<file path="src/rtl/riscv_v_wb_stage.sv">
// Vector writeback stage: buffers execute results in an in-order queue and retires them
// as one-cycle write strobes to the vector, mask and shared integer register files.
module riscv_v_wb_stage #(
    parameter int DATA_W = 128,
    parameter int ADDR_W = 5,
    parameter int INT_W  = 32,
    parameter int BE_W   = DATA_W / 8,
    parameter int DEPTH  = 2
) (
    input  logic                       clk,
    input  logic                       rst,
    input  logic                       flush,

    input  logic                       exe_valid,
    output logic                       exe_ready,
    input  logic [ADDR_W-1:0]          exe_vd,
    input  logic [BE_W-1:0]            exe_be,
    input  logic [DATA_W-1:0]          exe_data,
    input  logic                       exe_mask_we,
    input  logic [BE_W-1:0]            exe_mask_data,
    input  logic                       exe_int_we,
    input  logic [ADDR_W-1:0]          exe_int_rd,
    input  logic [INT_W-1:0]           exe_int_data,

    output logic [BE_W-1:0]            rf_wr_en,
    output logic [ADDR_W-1:0]          rf_wr_addr,
    output logic [DATA_W-1:0]          rf_wr_data,

    output logic                       mask_rf_wr_en,
    output logic [ADDR_W-1:0]          mask_rf_wr_addr,
    output logic [BE_W-1:0]            mask_rf_wr_data,

    output logic                       int_wr_req,
    input  logic                       int_wr_gnt,
    output logic [ADDR_W-1:0]          int_wr_addr,
    output logic [INT_W-1:0]           int_wr_data,

    input  logic [ADDR_W-1:0]          fwd_addr,
    output logic                       fwd_hit,
    output logic [BE_W-1:0]            fwd_be,
    output logic [DATA_W-1:0]          fwd_data,

    output logic [$clog2(DEPTH):0]     occupancy
);

    localparam int PTR_W = (DEPTH > 1) ? $clog2(DEPTH) : 1;
    localparam int OCC_W = $clog2(DEPTH) + 1;
    localparam logic [OCC_W-1:0] FULL_OCC = OCC_W'(DEPTH);

    typedef struct packed {
        logic [ADDR_W-1:0] vd;
        logic [BE_W-1:0]   be;
        logic [DATA_W-1:0] data;
        logic              mask_we;
        logic [BE_W-1:0]   mask_data;
        logic              int_we;
        logic [ADDR_W-1:0] int_rd;
        logic [INT_W-1:0]  int_data;
    } entry_t;

    entry_t           queue [DEPTH];
    entry_t           head;
    entry_t           incoming;
    logic [PTR_W-1:0] head_ptr;
    logic [PTR_W-1:0] tail_ptr;
    logic [OCC_W-1:0] occ;
    logic             not_empty;
    logic             retire;
    logic             accept;

    assign not_empty = (occ != '0);
    assign head      = queue[head_ptr];

    // A head waiting for the integer port stays put in full; nothing is written piecemeal.
    assign retire    = not_empty && !flush && (!head.int_we || int_wr_gnt);
    assign exe_ready = (occ < FULL_OCC) || retire;
    assign accept    = exe_valid && exe_ready && !flush;
    assign occupancy = occ;

    always_comb begin
        incoming           = '0;
        incoming.vd        = exe_vd;
        incoming.be        = exe_be;
        incoming.data      = exe_data;
        incoming.mask_we   = exe_mask_we;
        incoming.mask_data = exe_mask_data;
        incoming.int_we    = exe_int_we;
        incoming.int_rd    = exe_int_rd;
        incoming.int_data  = exe_int_data;
    end

    // NOTE: queue storage has no reset; occupancy alone defines which slots are valid,
    // and every output derived from storage is gated by it.
    always_ff @(posedge clk) begin
        if (accept) begin
            queue[tail_ptr] <= incoming;
        end
    end

    // NOTE: sequential state uses non-blocking assignments so all registers update
    // from the same pre-edge values.
    always_ff @(posedge clk or posedge rst) begin
        if (rst) begin
            head_ptr <= '0;
            tail_ptr <= '0;
            occ      <= '0;
        end else if (flush) begin
            head_ptr <= '0;
            tail_ptr <= '0;
            occ      <= '0;
        end else begin
            if (accept) begin
                tail_ptr <= tail_ptr + 1'b1;
            end
            if (retire) begin
                head_ptr <= head_ptr + 1'b1;
            end
            case ({accept, retire})
                2'b10:   occ <= occ + 1'b1;
                2'b01:   occ <= occ - 1'b1;
                default: occ <= occ;
            endcase
        end
    end

    // NOTE: every output assigned here gets a default first so no latch is inferred.
    always_comb begin
        rf_wr_en        = '0;
        rf_wr_addr      = '0;
        rf_wr_data      = '0;
        mask_rf_wr_en   = 1'b0;
        mask_rf_wr_addr = '0;
        mask_rf_wr_data = '0;
        int_wr_req      = 1'b0;
        int_wr_addr     = '0;
        int_wr_data     = '0;
        if (not_empty) begin
            rf_wr_addr      = head.vd;
            rf_wr_data      = head.data;
            mask_rf_wr_addr = head.vd;
            mask_rf_wr_data = head.mask_data;
            int_wr_addr     = head.int_rd;
            int_wr_data     = head.int_data;
            int_wr_req      = head.int_we && !flush;
        end
        if (retire) begin
            rf_wr_en      = head.be;
            mask_rf_wr_en = head.mask_we;
        end
    end

    // Walk oldest to youngest so the last match, the youngest writer, wins.
    always_comb begin
        fwd_hit  = 1'b0;
        fwd_be   = '0;
        fwd_data = '0;
        for (int k = 0; k < DEPTH; k++) begin
            if (OCC_W'(k) < occ) begin
                if (queue[head_ptr + PTR_W'(k)].vd == fwd_addr &&
                    queue[head_ptr + PTR_W'(k)].be != '0) begin
                    fwd_hit  = 1'b1;
                    fwd_be   = queue[head_ptr + PTR_W'(k)].be;
                    fwd_data = queue[head_ptr + PTR_W'(k)].data;
                end
            end
        end
    end

endmodule

</file>
<file path="config.mk">
export PLATFORM = sky130hd
export DESIGN_NAME = riscv_v_wb_stage
export DESIGN_NICKNAME = d
export VERILOG_FILES = /design/src/rtl/riscv_v_wb_stage.sv
export SDC_FILE = /design/constraint.sdc
export NUM_CORES = 1
export LEC_CHECK = 0
export BUFFER_PORTS_ARGS = -buffer_cell sky130_fd_sc_hd__buf_4
export CORE_AREA = 2 2 220 222
export DETAILED_ROUTE_END_ITERATION = 6
export DIE_AREA = 0 0 222 224
export RECOVER_POWER = 100
export SETUP_SLACK_MARGIN = 0.2
export SYNTH_ARGS = -nofsm -noshare
export SYNTH_HDL_FRONTEND = slang
export SYNTH_SLANG_ARGS = --single-unit
</file>
<file path="constraint.sdc">
create_clock -name clk -period 31.2 [get_ports clk]
set_clock_uncertainty 0.2 [all_clocks]
set_input_delay 4.68 -clock clk [delete_from_list [all_inputs] [get_ports clk]]
set_output_delay 4.68 -clock clk [all_outputs]
set_load 0.01 [all_outputs]
</file>
==> flow_summary.toml <==
[timing]
fin_crit_sh_pct = 52.69
slew_violations = 796
finalHoldViolCount = 0
timing.final.ws_setup_ns = 14.76
setup_viol = 0
fin_setup_tns_ns = 0
min_period_ns = 16.44
fmax_ghz = 0.06083
tightest_slew_ns = 4.111
relSlewSlack_pct = -174.0
rsz0062_at_grt = "no"

[logic_synthesis]
yosys_register_bits = 412
synth_area_um2 = 17380
ys_warn_count = 0
syn_nets = 1341
avgSynthCellArea_um2 = 15.45
yosysUniqueCellTypes = 34
synth_edf_count = 408
synthFlopType = "edfxtp_1"
synthCells = 1125
async_flop_share_pct = 0.9709
ys_seq_area_share_pct = 71.08

[grt]
first_global_vias = 12310
grt_usage_pct = 20.61
grt_pass1_wl_mm = 77.25
grt.overflow.total = 0
antenna_found_initial = 6
grt_max_degree = 85

[finish]
seqCellArea_um2 = 12350
fin_util_pct = 46.78
postLayoutCellArea_um2 = 22150
num-fill-cells = 4555
drive_above_1_share_pct = 13.88
multiInputGateArea_um2 = 4618
layout.cells.most_common = "clkbuf_1"
layout_common_cells = "clkbuf_1 (431), edfxtp_1 (408), nor2_1 (210)"
layout.cells.non_filler = 2338
area_growth_pct = 27.45
fin_nets = 1898

[critical_path]
end_kind = "output port"
reg2reg_from = "head_ptr$_DFFE_PP0P_"
cp-startpoint = "fwd_addr[2]"
worstSetupStartpointType = "primary input"
critPathTopFamily = "buffers and inverters"
slowest_stage = "clkbuf_1"
path_buf_inv = 4
worstRegToRegCells = 8
cp.depth = 9
critical_path_peak_fanout = 75
cp_data_required_time_ns = 26.32
r2r-end = "queue[1][106]$_DFFE_PP_"
crit_chain = "buf_4 -> xnor2_1 -> nor4_1 -> nand4_1 -> o21ai_4 -> clkbuf_1 -> clkbuf_1 -> a22o_1 -> clkbuf_1"
crit_end = "fwd_data[24]"
arrival_ns = 11.56
cp_common_cell = "clkbuf_1"
cpPeakStageDelay_ns = 2.53
regToRegSetupSlack_ns = 22.48
worstSetupPathType = "primary input to output port"

[clock_tree]
clk_latency_ns = 0.56
cts-resized-gates = 0
path_clk_slew_ns = 0.05
ctsHoldBuffers = 0
h-tree-depth = 2
post-cts-setup-buffers = 0
numCtsBuffers = 47
clockBufferDepth = 3
root_buffer = "clkbuf_16"
clock_sinks = 412
cts_tree = "done"

[die]
coreArea_um2 = 47350
start_util_pct = 36.70
rows = 80
pin_count = 571
die_area_um2 = 49730
die_width_um = 222
fp.dieH_um = 224

[placement]
dpl_cell_area_um2 = 22230
dp_cells = 2248
place_hpwl_mm = 37.58
dp_worst_setup_slack_ns = 18.79
gp_congestion = 0.8731
io_buffer_count = 570

[route]
dr.pass1.iters = 5
first_iter_violations = 727
vias = 12080
drcViolationCount = 0
routed_via_density = 5.168
wl_mm = 53.64
ant_nets = 0
wire_per_inst_um = 22.94

[outcome]
violations = "max-capacitance violations, max-slew violations"
outcome = "complete, but fails checks"

[pwr]
p_leak_uw = 0.007472
p_seq_share_pct = 38.2
power_frac_clock_pct = 29.3
ir_drop_mv = 0.06470
comb_power_share_pct = 32.5
switchingPower_uw = 633.9
p_int_uw = 1232
power_density_nw_per_um2 = 84.26
p_sw_share_pct = 33.97

[worst_hold_path]
hold_class = "flop to flop"

[flow_run]
drv_cap = 16
-- cell type report --
type	count	area share, %
Multi-Input combinational cell	627	20.85
Clock buffer	59	5.610
Timing Repair Buffer	589	12.83
Inverter	5	0.08475
Tap cell	615	3.475
Sequential cell	412	55.77
Clock inverter	23	1.282
Antenna cell	8	0.09040
-- tightest hold or removal path, delay by kind of cell (launching register included) --
| kind | cells | cell delay, ns |
|---|---|---|
| flip-flops | 1 | 0.37 |
| XOR/XNOR | 1 | 0.08 |
| AND/OR/NAND/NOR | 1 | 0.08 |
-- metal layers --
| layer | wire length (um) | global-route usage, % |
|---|---|---|
| met3 | 3664 | 5.338 |
| met5 | 0 | 0 |
| met1 | 20810 | 24.41 |
| met2 | 27560 | 35.98 |
| met4 | 1600 | 7.956 |
-- state kept, by name, indices dropped and copies added (netlist names) --
register   flops
head_ptr       1
occupancy      2
queue        408
tail_ptr       1
-- worst min-delay path by stage --
stage,start,endpoint,cells past startpoint
after floorplan,tail_ptr$_DFFE_PP0P_,tail_ptr$_DFFE_PP0P_,2
after global placement,tail_ptr$_DFFE_PP0P_,tail_ptr$_DFFE_PP0P_,2
final,tail_ptr$_DFFE_PP0P_,tail_ptr$_DFFE_PP0P_,2
after CTS,tail_ptr$_DFFE_PP0P_,tail_ptr$_DFFE_PP0P_,2
after detailed placement,tail_ptr$_DFFE_PP0P_,tail_ptr$_DFFE_PP0P_,2
after global routing,tail_ptr$_DFFE_PP0P_,tail_ptr$_DFFE_PP0P_,2
-- per-stage QoR --
stage | hold WS, ns | power (uW)
final | 0.3634 | 1866
after global routing | 0.4224 | 1952
after CTS | 0.3893 | 1964
after detailed placement | 0.3759 | 1414
after global placement | 0.3603 | 1413
after floorplan | 0.3195 | 1104
-- cell families after synthesis --
family	count (synthesis)	share of synthesized area [%]
compound gates	158	7.971
mux	209	12.06
buf+inv	86	2.311
flops	412	71.08
fa+ha+maj	2	0.1440
simple gates	248	5.926
xor+xnor	10	0.5041
-- synthesized netlist by cell type, types with 2 or more instances --
library cell / number / share of area (%)
buf_1: 17 / 0.37
a22o_1: 143 / 7.2
o21ai_0: 5 / 0.14
nand2_1: 7 / 0.15
and3_1: 3 / 0.11
buf_2: 18 / 0.52
nor2_1: 210 / 4.5
xnor2_1: 9 / 0.45
o31ai_4: 2 / 0.24
buf_4: 15 / 0.65
nand4_1: 5 / 0.18
nor4_1: 9 / 0.32
nand3_1: 4 / 0.12
o21ai_2: 2 / 0.10
dfrtp_1: 4 / 0.58
edfxtp_1: 408 / 71
mux2i_1: 208 / 12
clkbuf_1: 31 / 0.67
nor4_4: 2 / 0.24
inv_1: 5 / 0.11
nor3_1: 4 / 0.12
ha_1: 2 / 0.14
-- power groups by stage --
stage	combinational, uW	sequential [uW]	clock [uW]
CTS	698	707	559
global placement	695	718	0
finish	607	712	547
floorplan	374	729	0
global route	654	718	580
detailed placement	696	718	0
(Power assumes the default switching activity.)
